--- src/rtl/matseq_pkg.sv ---
// Shared types and constants for the 2x2 matrix-multiply BRAM sequencer.
// Words are packed as {e00, e01, e10, e11}, with e00 in the top byte.
package matseq_pkg;

    localparam int ELEM_W     = 8;
    localparam int WORD_W     = 32;
    localparam int RD_LAT_DEF = 1;

    typedef enum logic [2:0] {
        IDLE,
        RD_A,
        WAIT_A,
        RD_B,
        WAIT_B,
        CALC,
        WR,
        FINISH
    } state_t;

    function automatic logic [WORD_W-1:0] pack2x2(
        input logic [ELEM_W-1:0] e00,
        input logic [ELEM_W-1:0] e01,
        input logic [ELEM_W-1:0] e10,
        input logic [ELEM_W-1:0] e11
    );
        return {e00, e01, e10, e11};
    endfunction

    // idx selects row*2+col.
    function automatic logic [ELEM_W-1:0] unpack2x2(
        input logic [WORD_W-1:0] w,
        input logic [1:0]        idx
    );
        logic [ELEM_W-1:0] e;
        case (idx)
            2'd0:    e = w[31:24];
            2'd1:    e = w[23:16];
            2'd2:    e = w[15:8];
            default: e = w[7:0];
        endcase
        return e;
    endfunction

endpackage

--- src/rtl/matseq_addr_gen.sv ---
// Operand/result pointers and remaining-job counter for the sequencer.
// load latches the bases and job count; step advances to the next job.
module matseq_addr_gen #(
    parameter int ADDR_W = 10,
    parameter int CNT_W  = 8
) (
    input  logic              clk,
    input  logic              rst,
    input  logic              load,
    input  logic              step,
    input  logic [ADDR_W-1:0] base_a,
    input  logic [ADDR_W-1:0] base_b,
    input  logic [ADDR_W-1:0] base_r,
    input  logic [CNT_W-1:0]  num_jobs,
    output logic [ADDR_W-1:0] a_ptr,
    output logic [ADDR_W-1:0] b_ptr,
    output logic [ADDR_W-1:0] r_ptr,
    output logic              last
);

    logic [CNT_W-1:0] remaining;

    // Pointers wrap naturally modulo 2^ADDR_W.
    always_ff @(posedge clk) begin
        if (rst) begin
            a_ptr     <= '0;
            b_ptr     <= '0;
            r_ptr     <= '0;
            remaining <= '0;
        end else if (load) begin
            a_ptr     <= base_a;
            b_ptr     <= base_b;
            r_ptr     <= base_r;
            remaining <= num_jobs;
        end else if (step) begin
            a_ptr     <= a_ptr + ADDR_W'(1);
            b_ptr     <= b_ptr + ADDR_W'(1);
            r_ptr     <= r_ptr + ADDR_W'(1);
            remaining <= remaining - CNT_W'(1);
        end
    end

    assign last = (remaining == CNT_W'(1));

endmodule

--- src/rtl/matmul_bram_sequencer.sv ---
// Streams 2x2 matmul jobs through an external combinational multiplier using a
// single-port BRAM. Define MATSEQ_PERF_EN to add the perf_cycles busy counter.
module matmul_bram_sequencer
    import matseq_pkg::*;
#(
    parameter int ADDR_W = 10,
    parameter int CNT_W  = 8,
    parameter int RD_LAT = RD_LAT_DEF
) (
    input  logic              clk,
    input  logic              rst,
    input  logic              start,
    input  logic              abort,
    input  logic [ADDR_W-1:0] base_a,
    input  logic [ADDR_W-1:0] base_b,
    input  logic [ADDR_W-1:0] base_r,
    input  logic [CNT_W-1:0]  num_jobs,
    output logic              busy,
    output logic              done,
    output logic              bram_en,
    output logic              bram_we,
    output logic [ADDR_W-1:0] bram_addr,
    output logic [WORD_W-1:0] bram_wdata,
    input  logic [WORD_W-1:0] bram_rdata,
    output logic [WORD_W-1:0] mult_a,
    output logic [WORD_W-1:0] mult_b,
    input  logic [WORD_W-1:0] mult_res,
`ifdef MATSEQ_PERF_EN
    output logic [31:0]       perf_cycles,
`endif
    output state_t            state_dbg
);

    localparam int WC_W = (RD_LAT > 1) ? $clog2(RD_LAT) : 1;
    localparam logic [WC_W-1:0] WC_LAST = WC_W'(RD_LAT - 1);

    state_t            state;
    logic [WC_W-1:0]   wait_cnt;
    logic [WORD_W-1:0] a_reg, b_reg, r_reg;
    logic              en_q, we_q;
    logic [ADDR_W-1:0] a_ptr, b_ptr, r_ptr;
    logic              last;
    logic              load, step, active;

    assign load   = (state == IDLE) && start;
    assign step   = (state == WR);
    assign active = (state != IDLE) && (state != FINISH);

    matseq_addr_gen #(
        .ADDR_W (ADDR_W),
        .CNT_W  (CNT_W)
    ) u_addr_gen (
        .clk      (clk),
        .rst      (rst),
        .load     (load),
        .step     (step),
        .base_a   (base_a),
        .base_b   (base_b),
        .base_r   (base_r),
        .num_jobs (num_jobs),
        .a_ptr    (a_ptr),
        .b_ptr    (b_ptr),
        .r_ptr    (r_ptr),
        .last     (last)
    );

    // start and abort are single-cycle level requests sampled on the rising edge:
    // start is honoured only in IDLE, abort only while active, and abort wins.
    always_ff @(posedge clk) begin
        if (rst) begin
            state     <= IDLE;
            wait_cnt  <= '0;
            a_reg     <= '0;
            b_reg     <= '0;
            r_reg     <= '0;
            en_q      <= 1'b0;
            we_q      <= 1'b0;
            bram_addr <= '0;
            busy      <= 1'b0;
            done      <= 1'b0;
        end else begin
            done      <= 1'b0;
            en_q      <= 1'b0;
            we_q      <= 1'b0;
            bram_addr <= '0;
            if (active && abort) begin
                state <= IDLE;
                busy  <= 1'b0;
            end else begin
                case (state)
                    IDLE: begin
                        if (start) begin
                            if (num_jobs == '0) begin
                                state <= FINISH;
                                done  <= 1'b1;
                            end else begin
                                state     <= RD_A;
                                busy      <= 1'b1;
                                en_q      <= 1'b1;
                                bram_addr <= base_a;
                            end
                        end
                    end
                    RD_A: begin
                        state    <= WAIT_A;
                        wait_cnt <= '0;
                    end
                    WAIT_A: begin
                        if (wait_cnt == WC_LAST) begin
                            a_reg     <= bram_rdata;
                            state     <= RD_B;
                            en_q      <= 1'b1;
                            bram_addr <= b_ptr;
                        end else begin
                            wait_cnt <= wait_cnt + WC_W'(1);
                        end
                    end
                    RD_B: begin
                        state    <= WAIT_B;
                        wait_cnt <= '0;
                    end
                    WAIT_B: begin
                        if (wait_cnt == WC_LAST) begin
                            b_reg <= bram_rdata;
                            state <= CALC;
                        end else begin
                            wait_cnt <= wait_cnt + WC_W'(1);
                        end
                    end
                    CALC: begin
                        r_reg     <= mult_res;
                        state     <= WR;
                        en_q      <= 1'b1;
                        we_q      <= 1'b1;
                        bram_addr <= r_ptr;
                    end
                    WR: begin
                        if (last) begin
                            state <= FINISH;
                            busy  <= 1'b0;
                            done  <= 1'b1;
                        end else begin
                            state     <= RD_A;
                            en_q      <= 1'b1;
                            bram_addr <= a_ptr + ADDR_W'(1);
                        end
                    end
                    default: state <= IDLE;
                endcase
            end
        end
    end

    // A reset landing on the WR cycle must not let that write reach the BRAM.
    assign bram_en    = en_q & ~rst;
    assign bram_we    = we_q & ~rst;
    assign bram_wdata = r_reg;
    assign mult_a     = a_reg;
    assign mult_b     = b_reg;
    assign state_dbg  = state;

`ifdef MATSEQ_PERF_EN
    always_ff @(posedge clk) begin
        if (rst) begin
            perf_cycles <= '0;
        end else if (load) begin
            perf_cycles <= '0;
        end else if (busy && (perf_cycles != '1)) begin
            perf_cycles <= perf_cycles + 32'd1;
        end
    end
`endif

endmodule

--- config.mk ---
export PLATFORM = sky130hd
export DESIGN_NAME = matmul_bram_sequencer
export DESIGN_NICKNAME = d
export VERILOG_FILES = /design/src/rtl/matseq_pkg.sv /design/src/rtl/matseq_addr_gen.sv /design/src/rtl/matmul_bram_sequencer.sv
export SDC_FILE = /design/constraint.sdc
export NUM_CORES = 1
export LEC_CHECK = 0
export BUFFER_PORTS_ARGS = -buffer_cell sky130_fd_sc_hd__buf_2
export CAP_MARGIN = 20
export CELL_PAD_IN_SITES_DETAIL_PLACEMENT = 1
export CELL_PAD_IN_SITES_GLOBAL_PLACEMENT = 1
export CORE_MARGIN = 10
export CORE_UTILIZATION = 32
export DETAILED_ROUTE_END_ITERATION = 10
export GPL_ROUTABILITY_DRIVEN = 0
export PLACE_DENSITY = 0.83
export SLEW_MARGIN = 30
export SYNTH_ARGS = -nofsm -noshare
export SYNTH_HDL_FRONTEND = slang
export SYNTH_SLANG_ARGS = --single-unit
--- constraint.sdc ---
create_clock -name clk -period 1.5 [get_ports clk]
set_input_delay 0.15 -clock clk [delete_from_list [all_inputs] [get_ports clk]]
set_output_delay 0.15 -clock clk [all_outputs]
set_load 0.02 [all_outputs]
---- After elaboration in Yosys (flattened, before gate mapping) ----
Index checks and enable logic that the tools add are counted.
word-level totals
  output and inout port bits .............. 113
  word-level logic and storage cells ...... 90
  bits of input ports ..................... 106
  register bits ........................... 152
operators by class
  eq/ne operators ......................... 13
  mux-type cells .......................... 35
  reductions and logical operators ........ 18
  add/sub/neg operators ................... 5
  bitwise logic cells ..................... 5
operators by type and width
  kind                                                                 count
  10-bit two-way mux                                                   10
  10-bit case mux with 4 select lines                                  1
  10-bit by 1-bit adder with 10-bit output (second input constant)     3
  3-bit case mux with 7 select lines                                   1
  8-bit two-way mux                                                    2
  3-bit two-way mux                                                    5
  1-bit two-way mux                                                    12
  2-bit inequality test (second input constant)                        5
  3-bit == test (second input constant)                                3
  3-bit AND reduction                                                  3
  8-bit by 1-bit == test with 1-bit output (second input constant)     1
  8-bit zero test                                                      1
  8-bit by 1-bit subtractor with 8-bit output (second input constant)  1
  3-bit by 2-bit == test with 1-bit output (second input constant)     2
  1-bit case mux with 2 select lines                                   3
  2-bit nonzero test                                                   3
  2-bit OR reduction                                                   3
  1-bit case mux with 4 select lines                                   1
  2-bit AND reduction                                                  2
  4-bit AND reduction                                                  1
  3-bit by 1-bit == test with 1-bit output (second input constant)     1
  1-bit logical AND                                                    3
  3-bit zero test                                                      1
  3-bit inequality test (second input constant)                        1
  4 further kinds                                                      7

---- Depth between registers and ports, before layout ----
Gate-level depths: netlist of the first run.
  depth in word-level cells ............... 5
  gate-level depth with buffers ........... 7
  depth with buffers taken out ............ 6

---- Modules after synthesis ----
A second synthesis of the first run with hierarchy kept.
second synthesis, totals
  cell total of the unflattened synthesis .. 806
  area total of the unflattened synthesis .. 6463.7 um^2
by module, submodules not included
  module                 instances  sequential area each (um^2)  area an instance (um^2)  cells an instance
  matmul_bram_sequencer  1          2262.2                       4359.2                   547
  matseq_addr_gen        1          760.7                        2104.5                   259

---- Worst setup path after synthesis of the first run ----
No wires, ideal clock.
  kind .................................... register to register
  start ................................... reg state[1] (netlist: state_dbg[1])
  end ..................................... reg bram_addr[3]
  setup slack ............................. -0.255 ns
  period minus slack after synthesis ...... 1.755 ns
  cell stages (with the launch flop) ...... 7
  data required time ...................... 1.368 ns
  data arrival time ....................... 1.623 ns
  buffers on the path ..................... 3
  setup time .............................. 0.132 ns
  cell sequence ........................... dfxtp_1 > buf_2 > buf_2 > and3b_1 > clkbuf_1 > a222oi_1 > a21oi_1
on the way
  longest elaborated chain between the ends .. 4
  elaborated cells on any way between the ends .. 10
  classes of those cells .................. 4 x eq/ne; 1 x mux; 5 x reduce/logical
ends and longest elaborated chain
  element                                                      RTL line                      RTL
  from (decl)                                                  matmul_bram_sequencer.sv:37   state_t state;
  from (signal assigned)                                       matmul_bram_sequencer.sv:71   state <= IDLE;
  from (signal assigned)                                       matmul_bram_sequencer.sv:87   state <= IDLE;
  from (signal assigned)                                       matmul_bram_sequencer.sv:94   state <= FINISH;
  3-bit inequality test or 3-bit nonzero test (tied branches)  matmul_bram_sequencer.sv:47   assign active = (state != IDLE) && (state != FINISH);
  1-bit logical AND                                            matmul_bram_sequencer.sv:47
  1-bit logical AND                                            matmul_bram_sequencer.sv:86   if (active && abort) begin
  2-bit OR reduction (no line)                                 --
  to (signal assigned)                                         matmul_bram_sequencer.sv:100  bram_addr <= base_a;
  to (signal assigned)                                         matmul_bram_sequencer.sv:113  bram_addr <= b_ptr;
  to (signal assigned)                                         matmul_bram_sequencer.sv:135  bram_addr <= r_ptr;
  to (decl)                                                    matmul_bram_sequencer.sv:22   output logic [ADDR_W-1:0] bram_addr,
Parallel ways exist; a longest one is shown, timed or not.
A chain may end at the register's enable or synchronous reset.

---- Final worst setup path of the first run ----
  start ................................... reg state[2] (netlist: state_dbg[2])
  end ..................................... reg bram_addr[1]
The elaborated chain is that of the path after synthesis.

==> results of run 1 <==
## flip-flops by register name, summed over array words and instances (netlist names)
| signal | cells |
|---|---|
| bram_addr | 10 |
| en_q | 1 |
| mult_a | 32 |
| done | 1 |
| u_addr_gen.a_ptr | 10 |
| bram_wdata | 32 |
| u_addr_gen.remaining | 8 |
| busy | 1 |
| state_dbg | 3 |
| we_q | 1 |
| mult_b | 32 |
| u_addr_gen.r_ptr | 10 |
| u_addr_gen.b_ptr | 10 |
## cells in the final DEF (no fill, tap or decap), types with 12 or more instances in the layout
cell type and instances:
sky130_fd_sc_hd__buf_2 218, sky130_fd_sc_hd__nand2_1 208, sky130_fd_sc_hd__dfxtp_1 139, sky130_fd_sc_hd__a21oi_1 98, sky130_fd_sc_hd__buf_4 80, sky130_fd_sc_hd__dlygate4sd3_1 74
sky130_fd_sc_hd__a21oi_2 31, sky130_fd_sc_hd__nor2_1 27, sky130_fd_sc_hd__clkbuf_16 23, sky130_fd_sc_hd__buf_6 18, sky130_fd_sc_hd__buf_12 15, sky130_fd_sc_hd__nand3_1 13
sky130_fd_sc_hd__inv_1 12
## through the flow
step / util, % / total power (W) / hold slack (ps) / setup WS, ps / TNS (ps)
2_1_floorplan: - / 0.00484 / 286 / -108 / -1970
3_3_place_gp: 41.8 / 0.00532 / 391 / -154 / -3970
3_5_place_dp: 41.8 / 0.00536 / 397 / -158 / -9450
4_1_cts: 51.3 / 0.0105 / 2.37 / -80.1 / -1100
5_1_grt: 56.1 / 0.0111 / 15.8 / -478 / -10690
6_report: 56.1 / 0.0108 / 20.9 / -366 / -7370
## per-layer routing
layer	vias up	global-route usage [%]	part of all wire, %
met4	0	12.3	5.5
met2	424	40.2	51
li1	3519	-	-
met1	3888	24.4	38
met3	146	5.50	5.6
met5	-	0	0
## tightest hold or removal path, delay by kind of cell
| kind | cells | cell delay (ps) |
|---|---|---|
| AO/OA/AOI/OAI | 1 | 70 |
| buffers and inverters | 1 | 110 |
| AND/OR/NAND/NOR | 1 | 60 |
## cell families (layout without fill, tap and decap cells)
logic type,Yosys count,count (layout),share of synthesized area (%)
simple gates,332,332,23.2
flops,151,151,48.2
fa+ha+maj,5,5,0.998
xor+xnor,10,10,1.40
buf+inv,71,459,5.07
compound gates,219,219,20.9
other cells,0,4,0
mux,1,1,0.180
## final timing paths
kind                                       endpoint  slack, ps  depth (start not counted)            from
worst max-delay path                   bram_addr[1]       -370                          7    state_dbg[2]
worst min-delay path            u_addr_gen.r_ptr[9]         20                          3       base_r[9]
worst max register to register         bram_addr[1]       -370                          7    state_dbg[2]
worst min register to register       bram_wdata[20]        450                          2  bram_wdata[20]
## power by group through the flow
stage	Clock [W]	Combinational (W)	Sequential (W)
after global placement	0	0.000991	0.00433
after CTS	0.00491	0.00134	0.00426
after detailed placement	0	0.00102	0.00434
final	0.00484	0.00165	0.00428
after floorplan	0	0.000480	0.00436
after global routing	0.00509	0.00173	0.00429
## area by class of cell
cell class / count / area (um^2) / area share [%]
Tap cell: 265 / 332 / 3.05
Clock buffer: 17 / 425 / 3.91
Antenna cell: 4 / 10.0 / 0.0920
Multi-Input combinational cell: 567 / 3620 / 33.2
Inverter: 12 / 45.0 / 0.414
Sequential cell: 151 / 3050 / 28.0
Timing Repair Buffer: 416 / 3190 / 29.3
Clock inverter: 14 / 220 / 2.02
## what timing repair did
action                     CTS  global route
gates resized for setup     68           131
pin swaps                   23            32
setup endpoints to repair  116           107
setup buffers               17            25
hold endpoints to repair   103             1
hold buffers                73             1
cloned                       6             7
==> results.txt, run 1 <==
----------------------------------------------------
[Clocking]
  CTS H-tree depth ... 4
  Clk Tree Root Cell ... sky130_fd_sc_hd__clkbuf_16
  Number of sinks on the clock net ... 151
  CTS clk-pin slew, worst paths ... 70 ps
  Clock network latency to the later pin of the worst-skew pair ... 420 ps
  Buffer levels on the longest clock path ... 2
  Inserted Clock Buffers ... 17
  CTS tree ... yes

[Outcome]
  Violated checks ... setup timing
  Outcome ... finished with violations

[Yosys]
  Avg Inst Size Synth ... 7.95 um^2
  Seq cells post-synth ... 151
  Most repeated cell in the gate-level netlist after synthesis ... sky130_fd_sc_hd__nand2_1
  Mapped cell area ... 0.00627 mm^2
  Most instantiated flip-flop cell in the synthesis netlist ... sky130_fd_sc_hd__dfxtp_1
  Library cells used by synthesis ... 49
  Area share of the leading cell type in the synthesized netlist ... 48.2%
  Number of enable flip-flop cells after synthesis ... 0
  Fraction of synthesis flops using an asynchronous set or reset pin ... 0%
  Library cell occupying the most area in the post-synthesis netlist ... sky130_fd_sc_hd__dfxtp_1
  Sequential fraction of the synthesis area ... 48.2%
  Net count after synthesis ... 900
  Commonest cells in the synthesized netlist ... sky130_fd_sc_hd__nand2_1 (221), sky130_fd_sc_hd__dfxtp_1 (151), sky130_fd_sc_hd__a21oi_1 (131), sky130_fd_sc_hd__clkbuf_1 (32), sky130_fd_sc_hd__nor2_1 (32)
  Number of warnings printed during yosys synthesis ... 0
  Area contributors post-synth ... sky130_fd_sc_hd__dfxtp_1 (48%), sky130_fd_sc_hd__nand2_1 (13%), sky130_fd_sc_hd__a21oi_1 (10%)
  Cell count after synthesis ... 789

[Critical path]
  Slowest Stage Delay on Critical Path ... 390 ps
  Crit-path leading delay family ... buffers and inverters
  Critical path data arrival time ... 2190 ps
  Worst endpoint required time ... 1820 ps
  Buffering stage count on the worst path with inverters included ... 4
  Critical Path Slowest Stage Cell ... sky130_fd_sc_hd__dfxtp_4
  Critical path capture point type ... flop
  Most frequent cell on the critical path ... sky130_fd_sc_hd__buf_6
  Kind of critical path ... reg2reg
  Highest fanout seen on the critical path ... 8
  Cells along the critical path ... buf_6 -> nor4b_4 -> buf_6 -> buf_6 -> buf_6 -> nand3_2 -> a31oi_2
  Startpoint type of the worst setup path ... flop

[Global routing]
  First-pass GRT wire length ... 46700 um
  Antenna violations before repair ... 4
  Total GRT Usage ... 22.7%
  Vias in the first global route ... 8273
  Grt ovf ... 0
  Maximum number of pins on one net before global-route repair ... 56

[Placement]
  # port buffers ... 218
  Post-detailed-placement cell area ... 0.00810 mm^2
  Detailed placement HPWL ... 18200 um
  Placed Cells ... 1284

[Finish]
  Design area ... 0.0109 mm^2
  Ratio of cells with drive above 1 in the final layout ... 42.6%
  Count of placed standard cells in the final layout, fillers left out ... 1446
  Area growth syn-to-layout ... 73.5%
  Net count, final ... 1276
  Fill cell count ... 2261

[Routing]
  Number of detailed-route iterations in the first pass ... 5
  DRC ... 0
  Vias ... 7977
  Wirelength, routed ... 35000 um
  Per-cell via count in the routed design ... 5.52
  Routed WL per cell ... 24.2 um
  Count of nets left with antenna violations after detail routing ... 0
  Drt first-iter violations ... 501

[Power and ir drop]
  Worst IR drop on VDD ... 615 uV
  Sequential fraction of design power ... 39.7%
  Proportion of power drawn by combinational gates ... 15.3%
  Power density over cell area ... 991 mW/mm^2
  Internal ... 0.00790 W
  Leakage component of the power ... 4.56 nW
  Power spent charging and discharging nets ... 0.00288 W
  Switching portion of total power ... 26.7%
  Clk pwr share ... 44.9%

[Timing]
  Count of pins over their slew limit ... 0
  Setup repair after global routing missed its margin ... true
  Slew at the pin with the worst max-slew slack ... 703 ps
  Hold Fails Final Rpt ... 0
  Minimum clock period after layout ... 1870 ps
  Final worst path period share ... 124%
  Final setup violating endpoints ... 53
  Final worst slack ... -366 ps
  Relative slew slack ... 53.1%
  Highest achievable clock rate ... 536 MHz
  Post-Route Skew ... 10.9 ps

[Hold path]
  Worst Hold Class ... in2reg

[Floorplanning]
  Starting density of the core ... 32.3%
  CORE AREA ... 0.0194 mm^2
  DIE AREA ... 0.0256 mm^2
  Horizontal die dimension ... 160 um
  Floorplan die height ... 160 um
  Number of rows in the core area ... 51
  I/O pin cnt ... 219

[Run]
  Maximum Capacitance Violations ... 0

----------------------------------------------------
Note: power is estimated with default switching activity, not from simulation.
==> inputs of run 2 (changes only) <==
--- a/config.mk
+++ b/config.mk
@@ -5,10 +5,11 @@
 export SDC_FILE = /design/constraint.sdc
 export NUM_CORES = 1
 export LEC_CHECK = 0
-export BUFFER_PORTS_ARGS = -buffer_cell sky130_fd_sc_hd__buf_2
+export BUFFER_PORTS_ARGS = -buffer_cell sky130_fd_sc_hd__buf_4
 export CAP_MARGIN = 20
 export CELL_PAD_IN_SITES_DETAIL_PLACEMENT = 1
 export CELL_PAD_IN_SITES_GLOBAL_PLACEMENT = 1
+export CORE_ASPECT_RATIO = 1.5
 export CORE_MARGIN = 10
 export CORE_UTILIZATION = 32
 export DETAILED_ROUTE_END_ITERATION = 10
==> results.txt, run 2 (synthesis gave the netlist of run 1 again) <==
----------------------------------------------------
[Timing]
  Count of pins over their slew limit ... 0 (unchanged)
  Highest achievable clock rate ... 591 MHz (was 536 MHz)
  Setup_tns ... -4280 ps (was -7370 ps)
  Hold Fails Final Rpt ... 0 (unchanged)
  Relative slew slack ... 65.8% (was 53.1%)
  Final worst path period share ... 113% (was 124%)
  Final worst slack ... -191 ps (was -366 ps)
  Post-Route Skew ... 10.3 ps (was 10.9 ps)
  Minimum clock period after layout ... 1690 ps (was 1870 ps)
  Setup repair after global routing missed its margin ... true (unchanged)
  Final setup violating endpoints ... 53 (unchanged)
  Slew at the pin with the worst max-slew slack ... 513 ps (was 703 ps)

[Critical path]
  Critical path capture point type ... flop (unchanged)
  Startpoint type of the worst setup path ... flop (unchanged)
  Highest fanout seen on the critical path ... 8 (unchanged)
  Kind of critical path ... reg2reg (unchanged)
  Worst endpoint required time ... 1850 ps (was 1820 ps)
  Critical path data arrival time ... 2050 ps (was 2190 ps)
  Crit path from ... state_dbg[2] (unchanged)
  Reg2Reg Launch Point ... state_dbg[2] (unchanged)

[Finish]
  Area growth syn-to-layout ... 72.1% (was 73.5%)
  Count of placed standard cells in the final layout, fillers left out ... 1399 (was 1446)
  Fill cell count ... 2256 (was 2261)
  Ratio of cells with drive above 1 in the final layout ... 36.8% (was 42.6%)
  Commonest non-fill, non-tap cells in the layout ... sky130_fd_sc_hd__buf_4 (272), sky130_fd_sc_hd__nand2_1 (218), sky130_fd_sc_hd__dfxtp_1 (142) (was sky130_fd_sc_hd__buf_2 (218), sky130_fd_sc_hd__nand2_1 (208), sky130_fd_sc_hd__dfxtp_1 (139))
  Most common library cell in the layout ignoring fill and taps ... sky130_fd_sc_hd__buf_4 (was sky130_fd_sc_hd__buf_2)
  Net count, final ... 1239 (was 1276)

[Floorplanning]
  CORE AREA ... 0.0192 mm^2 (was 0.0194 mm^2)
  Number of rows in the core area ... 62 (was 51)
  Horizontal die dimension ... 134 um (was 160 um)
  Starting density of the core ... 32.6% (was 32.3%)
  DIE AREA ... 0.0257 mm^2 (was 0.0256 mm^2)
  Floorplan die height ... 191 um (was 160 um)
  I/O pin cnt ... 219 (unchanged)

[Global routing]
  Global route hottest layer ... met2 (unchanged)
  Met2 usage in global routing ... 40.5% (was 40.2%)
  Fraction of met3 tracks used by global routing ... 4.81% (was 5.50%)
  First-pass GRT wire length ... 44200 um (was 46700 um)
  Vias in the first global route ... 8028 (was 8273)
  Grt ovf ... 0 (unchanged)
  Met1 Use GR ... 21.6% (was 24.4%)
  Maximum number of pins on one net before global-route repair ... 52 (was 56)
  Antenna violations before repair ... 3 (was 4)
  Total GRT Usage ... 21.8% (was 22.7%)

[Placement]
  Detailed placement HPWL ... 18000 um (was 18200 um)
  Placed Cells ... 1264 (was 1284)
  # port buffers ... 218 (unchanged)

[Routing]
  Per-cell via count in the routed design ... 5.43 (was 5.52)
  Routed WL per cell ... 23.2 um (was 24.2 um)
  Vias ... 7596 (was 7977)
  DRC ... 0 (unchanged)
  Drt first-iter violations ... 394 (was 501)
  Count of nets left with antenna violations after detail routing ... 0 (unchanged)
  Number of detailed-route iterations in the first pass ... 8 (was 5)
  Wirelength, routed ... 32500 um (was 35000 um)

[Clocking]
  CTS H-tree depth ... 4 (unchanged)
  Buffer levels on the longest clock path ... 2 (unchanged)
  Clk Tree Root Cell ... sky130_fd_sc_hd__clkbuf_16 (unchanged)
  CTS tree ... yes (unchanged)
  Inserted Clock Buffers ... 17 (unchanged)
  CTS clk-pin slew, worst paths ... 60 ps (was 70 ps)
  Number of sinks on the clock net ... 151 (unchanged)
  Clock network latency to the later pin of the worst-skew pair ... 430 ps (was 420 ps)

[Power and ir drop]
  Worst IR drop on VDD ... 683 uV (was 615 uV)
  Leakage component of the power ... 4.32 nW (was 4.56 nW)
  Power density over cell area ... 981 mW/mm^2 (was 991 mW/mm^2)

[Outcome]
  Violated checks ... setup timing (unchanged)
  Outcome ... finished with violations (unchanged)

[Hold path]
  Worst Hold Class ... in2reg (unchanged)
  Start point of the worst hold path ... base_b[4] (was base_r[9])

[Run]
  Maximum Capacitance Violations ... 0 (unchanged)

----------------------------------------------------
run 2: worst max-delay path: stages, from the launching register on:
cell and delay (ps):
sky130_fd_sc_hd__dfxtp_4 370, sky130_fd_sc_hd__or4b_4 590, sky130_fd_sc_hd__a21oi_4 300, sky130_fd_sc_hd__a222oi_1 160, sky130_fd_sc_hd__a21oi_1 190
run 2: layout make-up:
class | count | area (um^2) | share of cell area, %
inverter | 12 | 45.0 | 0.417
clock buffer | 23 | 488 | 4.52
timing repair buffer | 379 | 3370 | 31.2
tap | 256 | 320 | 2.97
clock inverter | 8 | 144 | 1.33
antenna | 3 | 7.51 | 0.0695
sequential | 151 | 3050 | 28.2
multi-input combinational | 567 | 3370 | 31.2
run 2: worst paths after layout:
check / cells after the start / to / slack, ps
hold reg to reg: 2 / bram_wdata[23] / 450
hold / removal: 3 / u_addr_gen.b_ptr[4] / 8
setup / recovery: 4 / bram_addr[7] / -190
setup reg to reg: 4 / bram_addr[7] / -190
run 2: report_power, final:
group	total, W	internal, W	switching, W
sequential	0.00428	0.00413	0.000152
clock	0.00469	0.00295	0.00174
combinational	0.00161	0.000836	0.000774
run 2: layer usage:
metal | up-vias | routed length, um
met2 | 320 | 17600
met3 | 119 | 1680
met4 | 0 | 1850
met5 | - | 0
met1 | 3727 | 11300
li1 | 3430 | -
run 2: through the flow:
step                util, %  power (W)  hold slack, ps  setup WS (ps)  cell area, um^2
floorplan                 -    0.00484             286           -108             6310
global route           56.1     0.0109            1.17           -224            10800
CTS                    52.7     0.0103           0.283           -123            10100
finish                 56.1     0.0106            8.27           -191            10800
detailed placement     44.5    0.00543             409           -217             8560
global placement       44.5    0.00540             398           -178             8560
run 2: what timing repair did:
action                                 in CTS  in global routing
resized for setup                          40                 85
gates cloned                                1                  9
pin swaps                                  13                 21
hold buffers                               73                  0
setup buffers                               7                 11
endpoints found under the hold margin     102                  0
setup endpoints to repair                  83                141
